==> config.mk <==
export PLATFORM = sky130hd
export DESIGN_NAME = input_bank
export DESIGN_NICKNAME = d
export VERILOG_FILES = /design/src/rtl/input_bank.sv
export SDC_FILE = /design/constraint.sdc
export NUM_CORES = 1
export LEC_CHECK = 0
export BUFFER_PORTS_ARGS = -buffer_cell sky130_fd_sc_hd__buf_4
export CORE_ASPECT_RATIO = 0.75
export CORE_MARGIN = 2
export CORE_UTILIZATION = 55
export CTS_CLUSTER_SIZE = 12
export DETAILED_ROUTE_END_ITERATION = 10
export PLACE_DENSITY = 0.81
export SLEW_MARGIN = 10
export SYNTH_ARGS = -nofsm -noshare
export SYNTH_HDL_FRONTEND = slang
export SYNTH_SLANG_ARGS = --single-unit
==> constraint.sdc <==
create_clock -name i_clk -period 2.35 [get_ports i_clk]
set_input_delay 0 -clock i_clk [delete_from_list [all_inputs] [get_ports i_clk]]
set_output_delay 0 -clock i_clk [all_outputs]
set_load 0.03 [all_outputs]
==> src/rtl/input_bank.sv <==
// input_bank: memory-mapped switch/button input block at 0x7800-0x780F.
// Registers: SW (RO), BTN debounced level (RO), PRESS (W1C), IRQ_MASK (RW [3:0]).

// Per-button debouncer: toggles its level after DEBOUNCE_CYCLES stable cycles.
module input_bank_deb #(
  parameter int DEBOUNCE_CYCLES = 500000
) (
  input  logic i_clk,
  input  logic i_rst_n,
  input  logic sync_i,
  output logic db_o
);
  localparam int CW = $clog2(DEBOUNCE_CYCLES);
  localparam logic [CW-1:0] CNT_MAX = CW'(DEBOUNCE_CYCLES - 1);

  logic [CW-1:0] cnt_q, cnt_d;
  logic          db_q, db_d;

  // Count while the input disagrees with the level; flip and restart at the limit.
  always_comb begin
    cnt_d = '0;
    db_d  = db_q;
    if (sync_i != db_q) begin
      if (cnt_q == CNT_MAX) db_d  = ~db_q;
      else                  cnt_d = cnt_q + 1'b1;
    end
  end

  // Counter and debounced level state.
  always_ff @(posedge i_clk or negedge i_rst_n) begin
    if (!i_rst_n) begin
      cnt_q <= '0;
      db_q  <= 1'b0;
    end else begin
      cnt_q <= cnt_d;
      db_q  <= db_d;
    end
  end

  assign db_o = db_q;
endmodule

module input_bank #(
  parameter int DEBOUNCE_CYCLES = 500000
) (
  input  logic        i_clk,
  input  logic        i_rst_n,
  input  logic [31:0] i_lsu_addr,
  input  logic        i_lsu_wren,
  input  logic        i_lsu_read,
  input  logic [31:0] i_st_data,
  input  logic [2:0]  funct3,
  input  logic        input_buf_en,
  input  logic [31:0] i_io_sw,
  input  logic [3:0]  i_io_btn,
  output logic [31:0] o_ld_data,
  output logic        o_btn_irq
);
  localparam int NUM_BTN = 4;

  logic [31:0]        sw_s1_q, sw_s2_q;
  logic [NUM_BTN-1:0] btn_s1_q, btn_s2_q;
  logic [NUM_BTN-1:0] db_lvl, db_prev_q;
  logic [NUM_BTN-1:0] press_q, press_d, mask_q, mask_d;
  logic               irq_q, irq_d;
  logic               lo_we;
  logic [1:0]         boff;
  logic [31:0]        rd_word, ld_d;
  logic [7:0]         rd_byte;

  assign boff = i_lsu_addr[1:0];

  // Two-flop synchronizers; buttons inverted so pressed reads as 1.
  always_ff @(posedge i_clk or negedge i_rst_n) begin
    if (!i_rst_n) begin
      sw_s1_q  <= '0;
      sw_s2_q  <= '0;
      btn_s1_q <= '0;
      btn_s2_q <= '0;
    end else begin
      sw_s1_q  <= i_io_sw;
      sw_s2_q  <= sw_s1_q;
      btn_s1_q <= ~i_io_btn;
      btn_s2_q <= btn_s1_q;
    end
  end

  genvar g;
  generate
    for (g = 0; g < NUM_BTN; g++) begin : g_deb
      input_bank_deb #(.DEBOUNCE_CYCLES(DEBOUNCE_CYCLES)) u_deb (
        .i_clk   (i_clk),
        .i_rst_n (i_rst_n),
        .sync_i  (btn_s2_q[g]),
        .db_o    (db_lvl[g])
      );
    end
  endgenerate

  // Only byte lane 0 holds register bits [3:0], and every store size puts
  // i_st_data[3:0] there, so the size code only decides whether lane 0 is hit.
  always_comb begin
    lo_we = 1'b0;
    case (funct3)
      3'b000:         lo_we = (boff == 2'd0);
      3'b001, 3'b010: lo_we = 1'b1;
      default:        lo_we = 1'b0;
    endcase
  end

  // PRESS: W1C clear first, then rising-edge set so a simultaneous set wins.
  always_comb begin
    press_d = press_q;
    mask_d  = mask_q;
    if (input_buf_en && i_lsu_wren && lo_we) begin
      if (i_lsu_addr[3:2] == 2'd2) press_d = press_q & ~i_st_data[3:0];
      if (i_lsu_addr[3:2] == 2'd3) mask_d  = i_st_data[3:0];
    end
    press_d = press_d | (db_lvl & ~db_prev_q);
    irq_d   = |(press_q & mask_q);
  end

  // Register state: edge-detect history, flags, mask and irq.
  always_ff @(posedge i_clk or negedge i_rst_n) begin
    if (!i_rst_n) begin
      db_prev_q <= '0;
      press_q   <= '0;
      mask_q    <= '0;
      irq_q     <= 1'b0;
    end else begin
      db_prev_q <= db_lvl;
      press_q   <= press_d;
      mask_q    <= mask_d;
      irq_q     <= irq_d;
    end
  end

  // Load path: pick register, then format per size/sign code.
  always_comb begin
    case (i_lsu_addr[3:2])
      2'd0:    rd_word = sw_s2_q;
      2'd1:    rd_word = {28'b0, db_lvl};
      2'd2:    rd_word = {28'b0, press_q};
      default: rd_word = {28'b0, mask_q};
    endcase
    rd_byte = rd_word[8*boff +: 8];
    case (funct3)
      3'b000:  ld_d = {{24{rd_byte[7]}}, rd_byte};
      3'b001:  ld_d = {{16{rd_word[15]}}, rd_word[15:0]};
      3'b010:  ld_d = rd_word;
      3'b100:  ld_d = {24'b0, rd_byte};
      3'b101:  ld_d = {16'b0, rd_word[15:0]};
      default: ld_d = '0;
    endcase
    o_ld_data = (input_buf_en && i_lsu_read) ? ld_d : 32'b0;
  end

  assign o_btn_irq = irq_q;

  logic unused_bits;
  assign unused_bits = ^{i_lsu_addr[31:4], i_st_data[31:4]};
endmodule

-- Word-level counts from Yosys, hierarchy flattened
Index checks and enable logic that the tools add are counted.
- register bits: 165
- logic and storage cells: 74
- output and inout port bits: 33
- input bits: 108
- reduce and logical (&&, ||, !) cells: 13
- multiplexer cells: 14
- equal/unequal tests: 15
- bitwise gates (word level): 11
- $add $sub $neg: 4
- shift-type cells: 1
- operators with widths (cell ; number):
    $pmux W32 S5 ; 1
    $mux W19 ; 8
    $pmux W32 S3 ; 1
    $add A19 B1 Y19 const B ; 4
    $eq A19 B19 Y1 const B ; 4
    $mux W32 ; 1
    $shiftx A32 B6 Y8 ; 1
    $and A4 B4 Y4 ; 3
    $not A4 Y4 ; 3
    $reduce_and A2 Y1 ; 5
    $mux W4 ; 2
    $eq A3 B3 Y1 const B ; 2
    $eq A2 B2 Y1 const B ; 2
    $logic_not A2 Y1 ; 2
    $ne A1 B1 Y1 ; 4
    $not A1 Y1 ; 4
    $or A4 B4 Y4 ; 1
    $reduce_or A4 Y1 ; 1
    $eq A3 B1 Y1 const B ; 1
    $eq A3 B2 Y1 const B ; 1
    $logic_and A1 B1 Y1 ; 3
    $logic_not A3 Y1 ; 1
    $eq A2 B1 Y1 const B ; 1
    $pmux W1 S2 ; 1
    $reduce_or A2 Y1 ; 1

-- Logic depth before layout (Yosys ltp)
- depth in word-level cells: 6
- depth in mapped cells: 7
- mapped depth without buffers: 5

-- Modules after synthesis
Synthesis repeated with hierarchy kept, for this count alone.
- cells, all modules: 684
- area total of the unflattened synthesis: 7455.9 sq um
- modules (own cells, without submodules) (module ; seq. area each (sq um) ; times used ; cells each ; area an instance (sq um)):
    input_bank_deb ; 500.5 ; 4 ; 103 ; 1029.7
    input_bank ; 2127.0 ; 1 ; 272 ; 3337.0

-- Least setup slack after synthesis
Ideal clock, no wire load.
- kind: flip-flop to flip-flop
- start: reg g_deb[2].u_deb.cnt_q[11]
- end: reg g_deb[2].u_deb.db_q
- setup slack: 0.327 ns
- arrival time: 1.899 ns
- stages on the path, launching flop included: 5
- path buffers: 0
- library setup time: 0.125 ns
- path through: dfrtp_1 or4_1 or4_4 nor2_1 mux2_2
- word-level cells in the longest chain between the ends: 2
- ends and longest elaborated chain (item ; RTL line ; text):
    from (decl) ; 16 ; logic [CW-1:0] cnt_q, cnt_d;
    from (signal assigned) ; 35 ; cnt_q <= cnt_d;
    $eq A19 B19 Y1 ; 24 ; if (cnt_q == CNT_MAX) db_d = ~db_q;
    $reduce_and A2 Y1 (no source line) ; n/a ;
    to (signal assigned) ; 33 ; db_q <= 1'b0;
    to (signal assigned) ; 36 ; db_q <= db_d;
    to (decl) ; 17 ; logic db_q, db_d;
No other way between the ends.
A chain may end at the register's enable or synchronous reset.

-- Final worst setup path
- start: reg g_deb[2].u_deb.cnt_q[11]
- end: reg g_deb[2].u_deb.cnt_q[11]
- word-level cells in the longest chain between the ends: 3
- elaborated cells on any way between the ends: 4
- those cells by class: add/sub: 1; eq/ne: 1; mux: 2
- ends and longest elaborated chain (item ; RTL line ; text):
    $add A19 B1 Y19 or $eq A19 B19 Y1 (tied branches) ; 25, 24 ;
    $mux W19 * ; 24 ;
    $mux W19 * ; 23 ; if (sync_i != db_q) begin
    net g_deb[2].u_deb.cnt_d[11] ; 16 ;
Mark *: on every way through the listed nets, which the timed path passes. The rest lies on a longest branch.

==> impl_metrics.tcl <==
set metrics [dict create \
    status "finished clean" \
    htreeDepth 4 \
    area_growth_pct 25.5 \
    slowest_stage "or4_4" \
    fin_crit_ns 2.25 \
    dp.cells 907 \
    cts_root_buffer "clkbuf_16" \
    grt_usage 0.247 \
    post-cts-setup-buffer-count 0 \
    hold_viol_final 0 \
    antenna_cells 0 \
    die_h_microns 103 \
    synth_top_family_by_area "simple AND/OR/NAND/NOR gates" \
    wl_per_cell_microns 16.9 \
    synth-seq-cells 165 \
    worst_ep_required_time_ns 2.64 \
    crit_family "simple AND/OR/NAND/NOR gates" \
    worst_pin_slew_ns 0.641 \
    antenna_found_initial 0 \
    pre_cts_slack_ns 0.139 \
    rsz0062_at_grt "no" \
    cts.sinks 165 \
    maxSlewViolCount 0 \
    relSlewSlack 0.573 \
    synth-edff-count 0 \
    drive_gt1_frac 0.199 \
    fin_cells 980 \
    worstSetupStartpointType "register" \
    port_buffers 84 \
    drt_iter0_drc 415 \
    synth_top_area_frac 0.574 \
    postRouteAntennaNets 0 \
    tns_ns 0 \
    critPathMaxStageDelay_ns 0.57 \
    fin_crit_sh 0.956 \
    routed-via-count 5563 \
    cp_max_fo 18 \
    synth.avg_cell_area_sq_um 10.8 \
    maxCapViolCount 0 \
    synth_area_leaders "dfrtp_1 (57%), nand2_1 (4.0%), xnor2_1 (4.0%), nor2_1 (3.7%), a21oi_1 (2.6%)" \
    hold_class "input pin to asynchronous set/reset pin" \
    skew_ns 0.0129 \
    cts_tree "done" \
    synth-xor-area-share 0.0646 \
    first_global_vias 5474 \
    path_class "register to register" \
    max_freq_mhz 445 \
    synth_simple_gate_area_frac 0.205 \
    synth-compound-area-share 0.0752 \
    crit_chain "or4_1 -> or4_4 -> o21ai_4 -> nor2_1" \
    gp_congestion 0.821 \
    internal_power_mw 4.65 \
    power.density_nw_per_um2 679 \
    routed_via_density 5.68 \
    yosysWarnings 0 \
    synth_cells 665 \
    whs_ns 0.147 \
    arrival_ns 2.53 \
    cp_num_buf_inv 0 \
    comb_power_share 0.068 \
    cts_buffers 17 \
    utilization 0.700 \
    synthesis.nets 777 \
    setup_viol 0 \
    clk_transition_reported_paths_ns 0.06 \
    grt-ovfl-total 0 \
    power.share.sequential 0.490 \
    ios 141 \
    drtPass1Iterations 5 \
    place_area_sq_um 8030 \
    rows 36 \
    clkPwrFrac 0.443 \
    synth_mux_area_frac 0.0477 \
    fillCellCount 878 \
    synth.yosys.seq_area_share 0.574 \
    dp_hpwl_mm 10.7 \
    synthFlopType "dfrtp_1" \
    grt_pass1_wl_mm 26.6 \
    vdd_drop_max_uv 561 \
    cp-end-kind "register" \
    fp.coreArea_sq_um 12900 \
    grt_max_degree 70 \
    setup_ws_ns 0.103 \
    final_cell_area_sq_um 9020 \
    routed_wl_mm 16.5 \
    synth-adder-area-share 0.00696 \
    fin_nets 908 \
    cts.path.max_buffers 2 \
    drc 0 \
    syn-cell-area_sq_um 7190 \
    yosysTopAreaCell "dfrtp_1" \
    dieArea_sq_um 14000 \
    p_leak_nw 3.94 \
    die_width_microns 136 \
    initial_core_util 0.558 \
    p_total_mw 6.13 \
    switching_share 0.241 \
    clk_latency_ns 0.43 \
    switching_power_mw 1.48 \
    synth-async-reset-ratio 1.00 \
    synth.distinct_cells 56 \
]
## cell type report
class | instances | area (sq um) | area share
flip-flops and latches | 165 | 4130 | 0.458
clock inverters | 14 | 144 | 0.0159
clock buffers | 18 | 439 | 0.0487
inverters | 23 | 86.3 | 0.00957
repair buffers | 134 | 1140 | 0.126
multi-input cells | 455 | 2870 | 0.318
well taps | 171 | 214 | 0.0237
## repair_timing
action | 4_1_cts | 5_1_grt
resized for setup | 1 | 0
setup endpoints to repair | 1 | 0
endpoints found under the hold margin | 111 | 0
hold buffers | 41 | 0
## cells in the mapped netlist, drive strengths merged (2+ instances only)
| cell type | number |
|---|---|
| nand2b | 5 |
| a21oi | 38 |
| nor2b | 2 |
| mux2 | 12 |
| nor4bb | 2 |
| xnor2 | 33 |
| inv | 23 |
| nand4 | 15 |
| or3 | 13 |
| nor4 | 13 |
| nor4b | 3 |
| clkbuf | 14 |
| or3b | 2 |
| a31oi | 2 |
| nor2 | 71 |
| o22ai | 4 |
| o31ai | 9 |
| nand3 | 24 |
| and3 | 2 |
| and2 | 5 |
| or2 | 5 |
| o41ai | 3 |
| and4 | 6 |
| buf | 8 |
| dfrtp | 165 |
| nand4b | 3 |
| a22oi | 4 |
| a22o | 4 |
| or4b | 5 |
| nand4bb | 2 |
| mux2i | 14 |
| o21ai | 16 |
| xor2 | 20 |
| or4 | 15 |
| mux4 | 3 |
| nor3 | 13 |
| nand2 | 77 |
| a211oi | 2 |
| ha | 4 |
## final timing paths
check	startpoint	endpoint	slack [ns]	cells past startpoint
min in group i_clk	i_lsu_addr[2]	mask_q[1]	0.15	3
setup / recovery	g_deb[2].u_deb.cnt_q[11]	g_deb[2].u_deb.cnt_q[11]	0.10	4
max in group asynchronous	i_rst_n	sw_s1_q[15]	1.51	3
hold reg to reg	sw_s1_q[24]	sw_s2_q[24]	0.35	0
hold / removal	i_rst_n	g_deb[2].u_deb.cnt_q[8]	0.15	2
setup reg to reg	g_deb[2].u_deb.cnt_q[11]	g_deb[2].u_deb.cnt_q[11]	0.10	4
## cells in the final DEF, fill, tap and decap left out, types with 5 or more instances in the layout
cell           instances
inv_1                 23
and2_1                 5
clkinv_4               6
o21ai_0               12
nor2_1                71
nand2_1               77
nor4_1                12
or3_1                 11
o31ai_1                9
mux2i_1               14
a21oi_1               38
and4_1                 6
clkbuf_16             17
dlygate4sd3_1         41
or4_1                 12
nand2b_1               5
nand3_1               23
nand4_1               14
nor3_1                13
xor2_1                20
xnor2_1               33
dfrtp_1              165
buf_4                 90
mux2_2                12
## flip-flops by register name, indices dropped and copies added, names as in the netlist
signal and cells:
press_q 4, mask_q 4, btn_s1_q 4, o_btn_irq 1, btn_s2_q 4, sw_s1_q 32, g_deb.u_deb.cnt_q 76, g_deb.u_deb.db_o 4
sw_s2_q 32, db_prev_q 4
## per-layer routing
layer	share of wire	routed length [microns]	global-route usage	up-vias
met3	0.054	887	0.0644	28
li1	-	-	-	2605
met4	0.017	287	0.0889	0
met5	0	0	0	-
met1	0.43	7190	0.327	2761
met2	0.49	8170	0.400	169
## cells by family after synthesis
logic type	after synthesis
buffers and inverters	45
adder cells (fa/ha/maj)	4
flip-flops	165
multiplexers	29
AND/OR/NAND/NOR	283
AO/OA/AOI/OAI	86
XOR/XNOR	53
## power groups by stage
stage	clock (mW)	combinational, mW	sequential, mW
floorplan	0	0.177	3.03
detailed placement	0	0.354	3.05
global route	2.89	0.460	3.01
CTS	2.75	0.414	3.00
global placement	0	0.340	3.04
finish	2.71	0.414	3.00
Power figures use the tool's default switching activity.
